File: src/rtl/xbee_pkg.sv
// Shared definitions for the XBee command decoder: framing constants, opcodes,
// FSM state encoding and frame-integrity helpers.
package xbee_pkg;

    localparam logic [7:0] SOF_DEFAULT = 8'h7E;

    localparam logic [7:0] OP_GOTO = 8'h01;
    localparam logic [7:0] OP_STOP = 8'h02;
    localparam logic [7:0] OP_PICK = 8'h03;
    localparam logic [7:0] OP_DROP = 8'h04;

    typedef enum logic [1:0] {
        ST_IDLE    = 2'd0,
        ST_GET_CMD = 2'd1,
        ST_GET_ARG = 2'd2,
        ST_GET_CHK = 2'd3
    } state_e;

    function automatic logic [7:0] frame_checksum(input logic [7:0] cmd, input logic [7:0] arg);
        return cmd + arg;
    endfunction

    function automatic logic opcode_legal(input logic [7:0] cmd);
        logic legal;
        case (cmd)
            OP_GOTO, OP_STOP, OP_PICK, OP_DROP: legal = 1'b1;
            default:                            legal = 1'b0;
        endcase
        return legal;
    endfunction

endpackage

File: src/rtl/inactivity_timer.sv
// Counts idle cycles while enabled; pulses expired on the last cycle of the
// window unless a clear arrives in that same cycle.
module inactivity_timer #(
    parameter int unsigned TIMEOUT_CYCLES = 5_000_000
) (
    input  logic clk,
    input  logic rst_n,
    input  logic clear,
    input  logic enable,
    output logic expired
);

    localparam int unsigned CW = (TIMEOUT_CYCLES > 2) ? $clog2(TIMEOUT_CYCLES) : 1;
    localparam logic [CW-1:0] LAST = CW'(TIMEOUT_CYCLES - 1);

    logic [CW-1:0] count_r;
    logic          at_last_s;

    assign at_last_s = (count_r == LAST);
    assign expired   = enable && !clear && at_last_s;

    // Idle-cycle counter, restarted by every byte and whenever the window closes
    always_ff @(posedge clk or negedge rst_n) begin
        if (!rst_n) begin
            count_r <= {CW{1'b0}};
        end else if (clear || !enable || at_last_s) begin
            count_r <= {CW{1'b0}};
        end else begin
            count_r <= count_r + CW'(1);
        end
    end

endmodule

File: src/rtl/xbee_cmd_decoder.sv
// Frames the XBee UART byte stream into 4-byte SOF/CMD/ARG/CHK packets and
// holds each validated command in a valid/ready output register.
module xbee_cmd_decoder
    import xbee_pkg::*;
#(
    parameter int unsigned TIMEOUT_CYCLES = 5_000_000,
    parameter logic [7:0]  SOF            = SOF_DEFAULT
) (
    input  logic       clk,
    input  logic       rst_n,
    input  logic [7:0] rx_data,
    input  logic       rx_valid,
    output logic       cmd_valid,
    input  logic       cmd_ready,
    output logic [2:0] cmd_code,
    output logic [7:0] cmd_arg,
    output logic       frame_err,
    output logic       overrun,
    output logic [7:0] err_count
);

    state_e     state_r;
    state_e     state_nxt_s;
    logic [7:0] cmd_byte_r;
    logic [7:0] arg_byte_r;
    logic       cmd_ld_s;
    logic       arg_ld_s;
    logic       good_s;
    logic       bad_s;
    logic       timeout_s;
    logic       expired_s;
    logic       load_s;

    logic       cmd_valid_r;
    logic [2:0] cmd_code_r;
    logic [7:0] cmd_arg_r;
    logic       frame_err_r;
    logic       overrun_r;
    logic [7:0] err_count_r;

    inactivity_timer #(
        .TIMEOUT_CYCLES(TIMEOUT_CYCLES)
    ) u_timer (
        .clk    (clk),
        .rst_n  (rst_n),
        .clear  (rx_valid),
        .enable (state_r != ST_IDLE),
        .expired(expired_s)
    );

    // Frame FSM next state and per-byte decisions; a byte always beats the timeout
    always_comb begin
        state_nxt_s = state_r;
        cmd_ld_s    = 1'b0;
        arg_ld_s    = 1'b0;
        good_s      = 1'b0;
        bad_s       = 1'b0;
        timeout_s   = 1'b0;
        if (rx_valid) begin
            case (state_r)
                ST_IDLE: begin
                    if (rx_data == SOF) begin
                        state_nxt_s = ST_GET_CMD;
                    end else begin
                        state_nxt_s = ST_IDLE;
                    end
                end
                ST_GET_CMD: begin
                    cmd_ld_s    = 1'b1;
                    state_nxt_s = ST_GET_ARG;
                end
                ST_GET_ARG: begin
                    arg_ld_s    = 1'b1;
                    state_nxt_s = ST_GET_CHK;
                end
                ST_GET_CHK: begin
                    state_nxt_s = ST_IDLE;
                    if ((frame_checksum(cmd_byte_r, arg_byte_r) == rx_data) && opcode_legal(cmd_byte_r)) begin
                        good_s = 1'b1;
                    end else begin
                        bad_s = 1'b1;
                    end
                end
                default: begin
                    state_nxt_s = ST_IDLE;
                end
            endcase
        end else if (expired_s) begin
            timeout_s   = 1'b1;
            state_nxt_s = ST_IDLE;
        end else begin
            state_nxt_s = state_r;
        end
    end

    assign load_s = good_s && (!cmd_valid_r || cmd_ready);

    // FSM state and operand latches
    always_ff @(posedge clk or negedge rst_n) begin
        if (!rst_n) begin
            state_r    <= ST_IDLE;
            cmd_byte_r <= 8'h00;
            arg_byte_r <= 8'h00;
        end else begin
            state_r <= state_nxt_s;
            if (cmd_ld_s) begin
                cmd_byte_r <= rx_data;
            end
            if (arg_ld_s) begin
                arg_byte_r <= rx_data;
            end
        end
    end

    // Command holding register: reload on consume, otherwise hold until taken
    always_ff @(posedge clk or negedge rst_n) begin
        if (!rst_n) begin
            cmd_valid_r <= 1'b0;
            cmd_code_r  <= 3'd0;
            cmd_arg_r   <= 8'h00;
            overrun_r   <= 1'b0;
        end else begin
            overrun_r <= good_s && cmd_valid_r && !cmd_ready;
            if (load_s) begin
                cmd_valid_r <= 1'b1;
                cmd_code_r  <= cmd_byte_r[2:0];
                cmd_arg_r   <= arg_byte_r;
            end else if (cmd_ready) begin
                cmd_valid_r <= 1'b0;
            end
        end
    end

    // Rejected-frame pulse and saturating error counter (overruns excluded)
    always_ff @(posedge clk or negedge rst_n) begin
        if (!rst_n) begin
            frame_err_r <= 1'b0;
            err_count_r <= 8'h00;
        end else begin
            frame_err_r <= bad_s || timeout_s;
            if ((bad_s || timeout_s) && (err_count_r != 8'hFF)) begin
                err_count_r <= err_count_r + 8'h01;
            end
        end
    end

    assign cmd_valid = cmd_valid_r;
    assign cmd_code  = cmd_code_r;
    assign cmd_arg   = cmd_arg_r;
    assign frame_err = frame_err_r;
    assign overrun   = overrun_r;
    assign err_count = err_count_r;

endmodule

File: config.mk
export PLATFORM = sky130hd
export DESIGN_NAME = xbee_cmd_decoder
export DESIGN_NICKNAME = d
export VERILOG_FILES = /design/src/rtl/xbee_pkg.sv /design/src/rtl/inactivity_timer.sv /design/src/rtl/xbee_cmd_decoder.sv
export SDC_FILE = /design/constraint.sdc
export NUM_CORES = 1
export LEC_CHECK = 0
export ABC_AREA = 1
export CORE_UTILIZATION = 35
export DETAILED_ROUTE_END_ITERATION = 12
export GPL_TIMING_DRIVEN = 0
export SYNTH_ARGS = -nofsm -noshare
export SYNTH_HDL_FRONTEND = slang
export SYNTH_SLANG_ARGS = --single-unit
File: constraint.sdc
create_clock -name clk -period 2 [get_ports clk]
set_input_delay 0.2 -clock clk [delete_from_list [all_inputs] [get_ports clk]]
set_output_delay 0.2 -clock clk [all_outputs]
set_load 0.1 [all_outputs]
# == Word-level counts from Yosys, hierarchy flattened ==
# Cells that the tools add are included.
# word_totals
output_inout_bits,22
inputBits,12
regBits,63
# op_classes
addsub,3
mux,22
n_eq_ne,11
n_reduce_logical,20
# op_table
cell,count
23-bit by 1-bit adder with 23-bit output (second input constant),1
23-bit equality test (second input constant),1
23-bit two-way mux,1
1-bit two-way mux,18
8-bit by 2-bit equality test with 1-bit output (second input constant),2
8-bit by 1-bit adder with 8-bit output (second input constant),1
8-bit adder,1
8-bit by 1-bit equality test with 1-bit output (second input constant),1
8-bit by 3-bit equality test with 1-bit output (second input constant),1
8-bit by 7-bit equality test with 1-bit output (second input constant),1
8-bit equality test,1
8-bit inequality test (second input constant),1
2-bit one-hot mux with 4 select lines,1
1-bit logical AND,7
2-bit nonzero test,3
2-bit equality test (second input constant),2
1-bit zero test,4
1-bit logical OR,4
2-bit two-way mux,2
4-bit OR reduction,1
2-bit by 1-bit equality test with 1-bit output (second input constant),1
2-bit zero test,1

# == Longest topological paths before layout ==
# depth
ltp_word,11
ltp_mapped,15

# == Cells and area by module ==
# From an unflattened synthesis, not the netlist that was laid out.
# hier_totals
cells_unflattened,512
area_unflattened_um2,3849.9
# modules_own_cells
module,area_per_inst_um2,instances,cells_each
xbee_cmd_decoder,2354.8,1,304
inactivity_timer,1495.2,1,208

# == Worst setup path after synthesis ==
# No wires, ideal clock.
# synth_path
path_type,register to register
start,register err_count_r[1] (netlist: err_count[1])
end,register err_count_r[2] (netlist: err_count[2])
n_path_buf,0
stages_incl_launch_ff,8
setup_slack_ps,-357
t_arrival_ps,2290
setup_ps,67
synth_period_minus_slack_ps,2357
path_cell_list,dfrtp_1 -> ha_1 -> nand2_1 -> nor3b_1 -> nand3_1 -> nand2_2 -> nand2_1 -> nand2_1
# synth_between
elab_chain_len,2
# synth_lines
element,line,source
"start, declared",xbee_cmd_decoder.sv:39,logic [7:0] err_count_r;
"start signal, assigned",xbee_cmd_decoder.sv:142,err_count_r <= err_count_r + 8'h01;
"parallel branches: the longest is 2 deep, another holds 8-bit by 1-bit adder with 8-bit output",n/a,
# Several ways; the timed one is not identified.
# A chain may end at the register's enable or synchronous reset.

# == Final worst setup path ==
# layout_path
start,register cmd_byte_r[0]
end,register cmd_arg_r[5] (netlist: cmd_arg[5])
# layout_between
elab_chain_len,10
# layout_lines
element,line,source
"start, declared",xbee_cmd_decoder.sv:24,logic [7:0] cmd_byte_r;
"start signal, assigned",xbee_cmd_decoder.sv:107,cmd_byte_r <= rx_data;
"parallel branches: the longest is 5 deep, another holds 8-bit adder",n/a,
1-bit logical AND (*),xbee_cmd_decoder.sv:78,"if ((frame_checksum(cmd_byte_r, arg_byte_r) == rx_data) && opcode_legal(cmd_byte_r)) begin"
1-bit two-way mux (*),xbee_cmd_decoder.sv:78,
1-bit two-way mux (*),xbee_cmd_decoder.sv:60,case (state_r)
1-bit two-way mux (*),xbee_cmd_decoder.sv:59,if (rx_valid) begin
1-bit logical AND (*),xbee_cmd_decoder.sv:96,assign load_s = good_s && (!cmd_valid_r || cmd_ready);
"end signal, assigned",xbee_cmd_decoder.sv:127,cmd_arg_r <= arg_byte_r;
"end, declared",xbee_cmd_decoder.sv:36,logic [7:0] cmd_arg_r;
# Mark *: on every way between the ends. The select of a mux whose other input is x is not followed.

==> flow_metrics.tcl <==
set metrics [dict create \
    outcome "complete, but fails checks" \
    violations "negative setup slack" \
    die_area_sq_um 10300 \
    dpl-instance-area_sq_um 4000 \
    dp.cells 613 \
    cts.clk_slew.worst_paths_ns 0.07 \
    clk_latency_ns 0.34 \
    mostFrequentLayoutCell "nand2_1" \
    numCtsBuffers 9 \
    top_level_ports 34 \
    cp.arrival_ns 2.57 \
    dp_hpwl_um 5640 \
    routedWlPerCell_um 12.4 \
    first_iter_violations 127 \
    ff2ff_setup_slack_ns -0.34 \
    coreArea_sq_um 9680 \
    final_cell_mix "nand2_1, inv_1, dfrtp_1" \
    drv_cap 0 \
    initial_core_util_pct 35.9 \
    clock_sinks 63 \
    via_per_inst 4.73 \
    stdcell_count 641 \
    period_share_pct 117 \
    syn-mean-instance-area_sq_um 7.78 \
    clock_path_buffers 2 \
    fin_nets 529 \
    rsz0062_at_grt "yes" \
    synth.distinct_cells 35 \
    fin_skew_ns 0.0124 \
    die_x_um 102 \
    fmaxAchievable_mhz 427 \
    syn-cell-area_sq_um 3480 \
    antenna_found_initial 0 \
    gp_congestion 0.834 \
    track_usage_pct 16.6 \
    ys_ff_latch 63 \
    overflow 0 \
    antenna_cells 0 \
    grt_max_degree 64 \
    p_per_area_nw_per_um2 1090 \
    drc 0 \
    leakage_uw 0.00220 \
    fin_setup_tns_ns -6.47 \
    cts_root_buffer "clkbuf_8" \
    cp_data_required_time_ns 2.23 \
    area_growth_pct 26.4 \
    htreeDepth 3 \
    die_h_um 102 \
    end_kind "flip-flop" \
    drive_above_1_share_pct 15.4 \
    hp-class "flip-flop to flip-flop" \
    grt_pass1_wl_um 13400 \
    final_area_sq_um 4390 \
    vdd_drop_max_mv 0.495 \
    grt_pass1_vias 2904 \
    ys_seq_area_share_pct 45.3 \
    synth_nets 473 \
    first_pass_iters 4 \
    worst-slew-pin-transition_ns 0.992 \
    critPathMaxFanout 5 \
    syn_inst 447 \
    setup_viol 22 \
    multi_input_area_sq_um 1740 \
    rows 36 \
    fin_crit_ns 2.34 \
    power_uw 4780 \
    totalWireLength_um 7920 \
    yosys_warnings 0 \
    finalHoldViolations 0 \
    setup_ws_ns -0.342 \
    fill_cells 974 \
    maxSlewViolCount 0 \
    io_buffers 33 \
    seq_area_sq_um 1580 \
    worstSetupPathType "flip-flop to flip-flop" \
    cts_tree "yes" \
    vias 3034 \
    start_kind "flip-flop" \
    antenna_left 0 \
    relSlewSlack_pct 34.2 \
]
-- where the power goes --
group	total, uW	switching, uW	leakage (uW)	internal [uW]
Sequential	1710	221	0.000843	1490
Clock	1210	506	0.000107	705
Combinational	1860	1200	0.00125	658
-- final timing paths --
check	startpoint	to	cells after the start
worst max-delay path	cmd_byte_r[0]	cmd_arg[5]	14
worst min-delay path	cmd_arg[3]	cmd_arg[3]	2
worst max register to register	cmd_byte_r[0]	cmd_arg[5]	14
worst min register to register	cmd_arg[3]	cmd_arg[3]	2
max in group asynchronous	rst_n	err_count[2]	2
min in group asynchronous	rst_n	u_timer.count_r[17]	2
-- layout make-up --
| cell class | count | area share, % |
|---|---|---|
| repair buffers | 45 | 9.28 |
| well taps | 133 | 3.79 |
| flip-flops and latches | 63 | 36.0 |
| clock inverters | 5 | 1.88 |
| multi-input cells | 315 | 39.7 |
| clock buffers | 11 | 2.99 |
| inverters | 64 | 5.47 |
| plain buffers | 5 | 0.883 |
-- logic make-up after synthesis --
| kind of cell | count (synthesis) | synth area share, % |
|---|---|---|
| xor gates and xnor gates | 13 | 3.27 |
| adders and majority gates | 14 | 5.25 |
| and+or+nand+nor | 233 | 30.3 |
| DFF | 63 | 45.3 |
| buffers and inverters | 69 | 7.56 |
| AOI/OAI and AO/OA | 55 | 8.28 |
-- flip-flops by register name, indices dropped and copies added, names as in the netlist --
signal           flops
err_count            8
overrun              1
cmd_arg              8
u_timer.count_r     23
state_r              2
cmd_byte_r           8
cmd_valid            1
cmd_code             3
frame_err            1
arg_byte_r           8
-- cells in the mapped netlist, drive strengths merged --
cell type | instances | area (sq um)
o22ai | 1 | 6.26
inv | 63 | 236
a31oi | 1 | 6.26
nand2 | 134 | 521
nand3b | 4 | 30.0
a21oi | 12 | 60.1
xnor2 | 3 | 26.3
dfrtp | 63 | 1580
xor2 | 10 | 87.6
o211a | 1 | 10.0
nor3b | 1 | 7.51
a211oi | 1 | 7.51
clkbuf | 3 | 12.5
nor4 | 7 | 43.8
nand4 | 10 | 62.6
or2 | 1 | 6.26
buf | 2 | 10.0
nor3 | 14 | 86.3
clkinv | 1 | 3.75
nor2 | 38 | 165
nand3 | 23 | 125
nand2b | 1 | 6.26
ha | 13 | 163
o21a | 1 | 7.51
fa | 1 | 20.0
o21ai | 38 | 190
-- stage by stage --
| step | hold WS, ns | util, % | setup WS [ns] |
|---|---|---|---|
| detailed placement | 0.351 | 41.3 | -0.377 |
| finish | 0.486 | 45.4 | -0.342 |
| global placement | 0.476 | 41.3 | -1.72 |
| global route | 0.535 | 45.4 | -0.521 |
| CTS | 0.496 | 43.9 | -0.361 |
| floorplan | -0.0956 | - | -0.0906 |
-- critical path: stages, from the launching register on --
cell	delay [ns]
dfrtp_1	0.39
ha_2	0.20
fa_1	0.50
nor2_1	0.05
nor2_1	0.07
nand2_1	0.05
nor2_1	0.09
nand3_1	0.08
nor2_1	0.10
nand4_1	0.18
inv_2	0.14
nand3_4	0.10
buf_6	0.16
nand2_1	0.05
o21ai_1	0.06
-- repair_timing --
item | 4_1_cts | 5_1_grt
hold endpoints to repair | 55 | 0
resized for setup | 31 | 27
setup buffers | 3 | 7
setup endpoints to repair | 44 | 42
hold buffers | 1 | 0
gates cloned | 1 | 0
pin swaps | 1 | 11
-- routing by layer --
| metal | wire (um) | global-route usage, % |
|---|---|---|
| met4 | 159 | 8.03 |
| met2 | 3760 | 27.1 |
| met1 | 3790 | 21.8 |
| met5 | 0 | 0 |
| met3 | 215 | 2.35 |
Note: power is estimated with default switching activity, not from simulation.
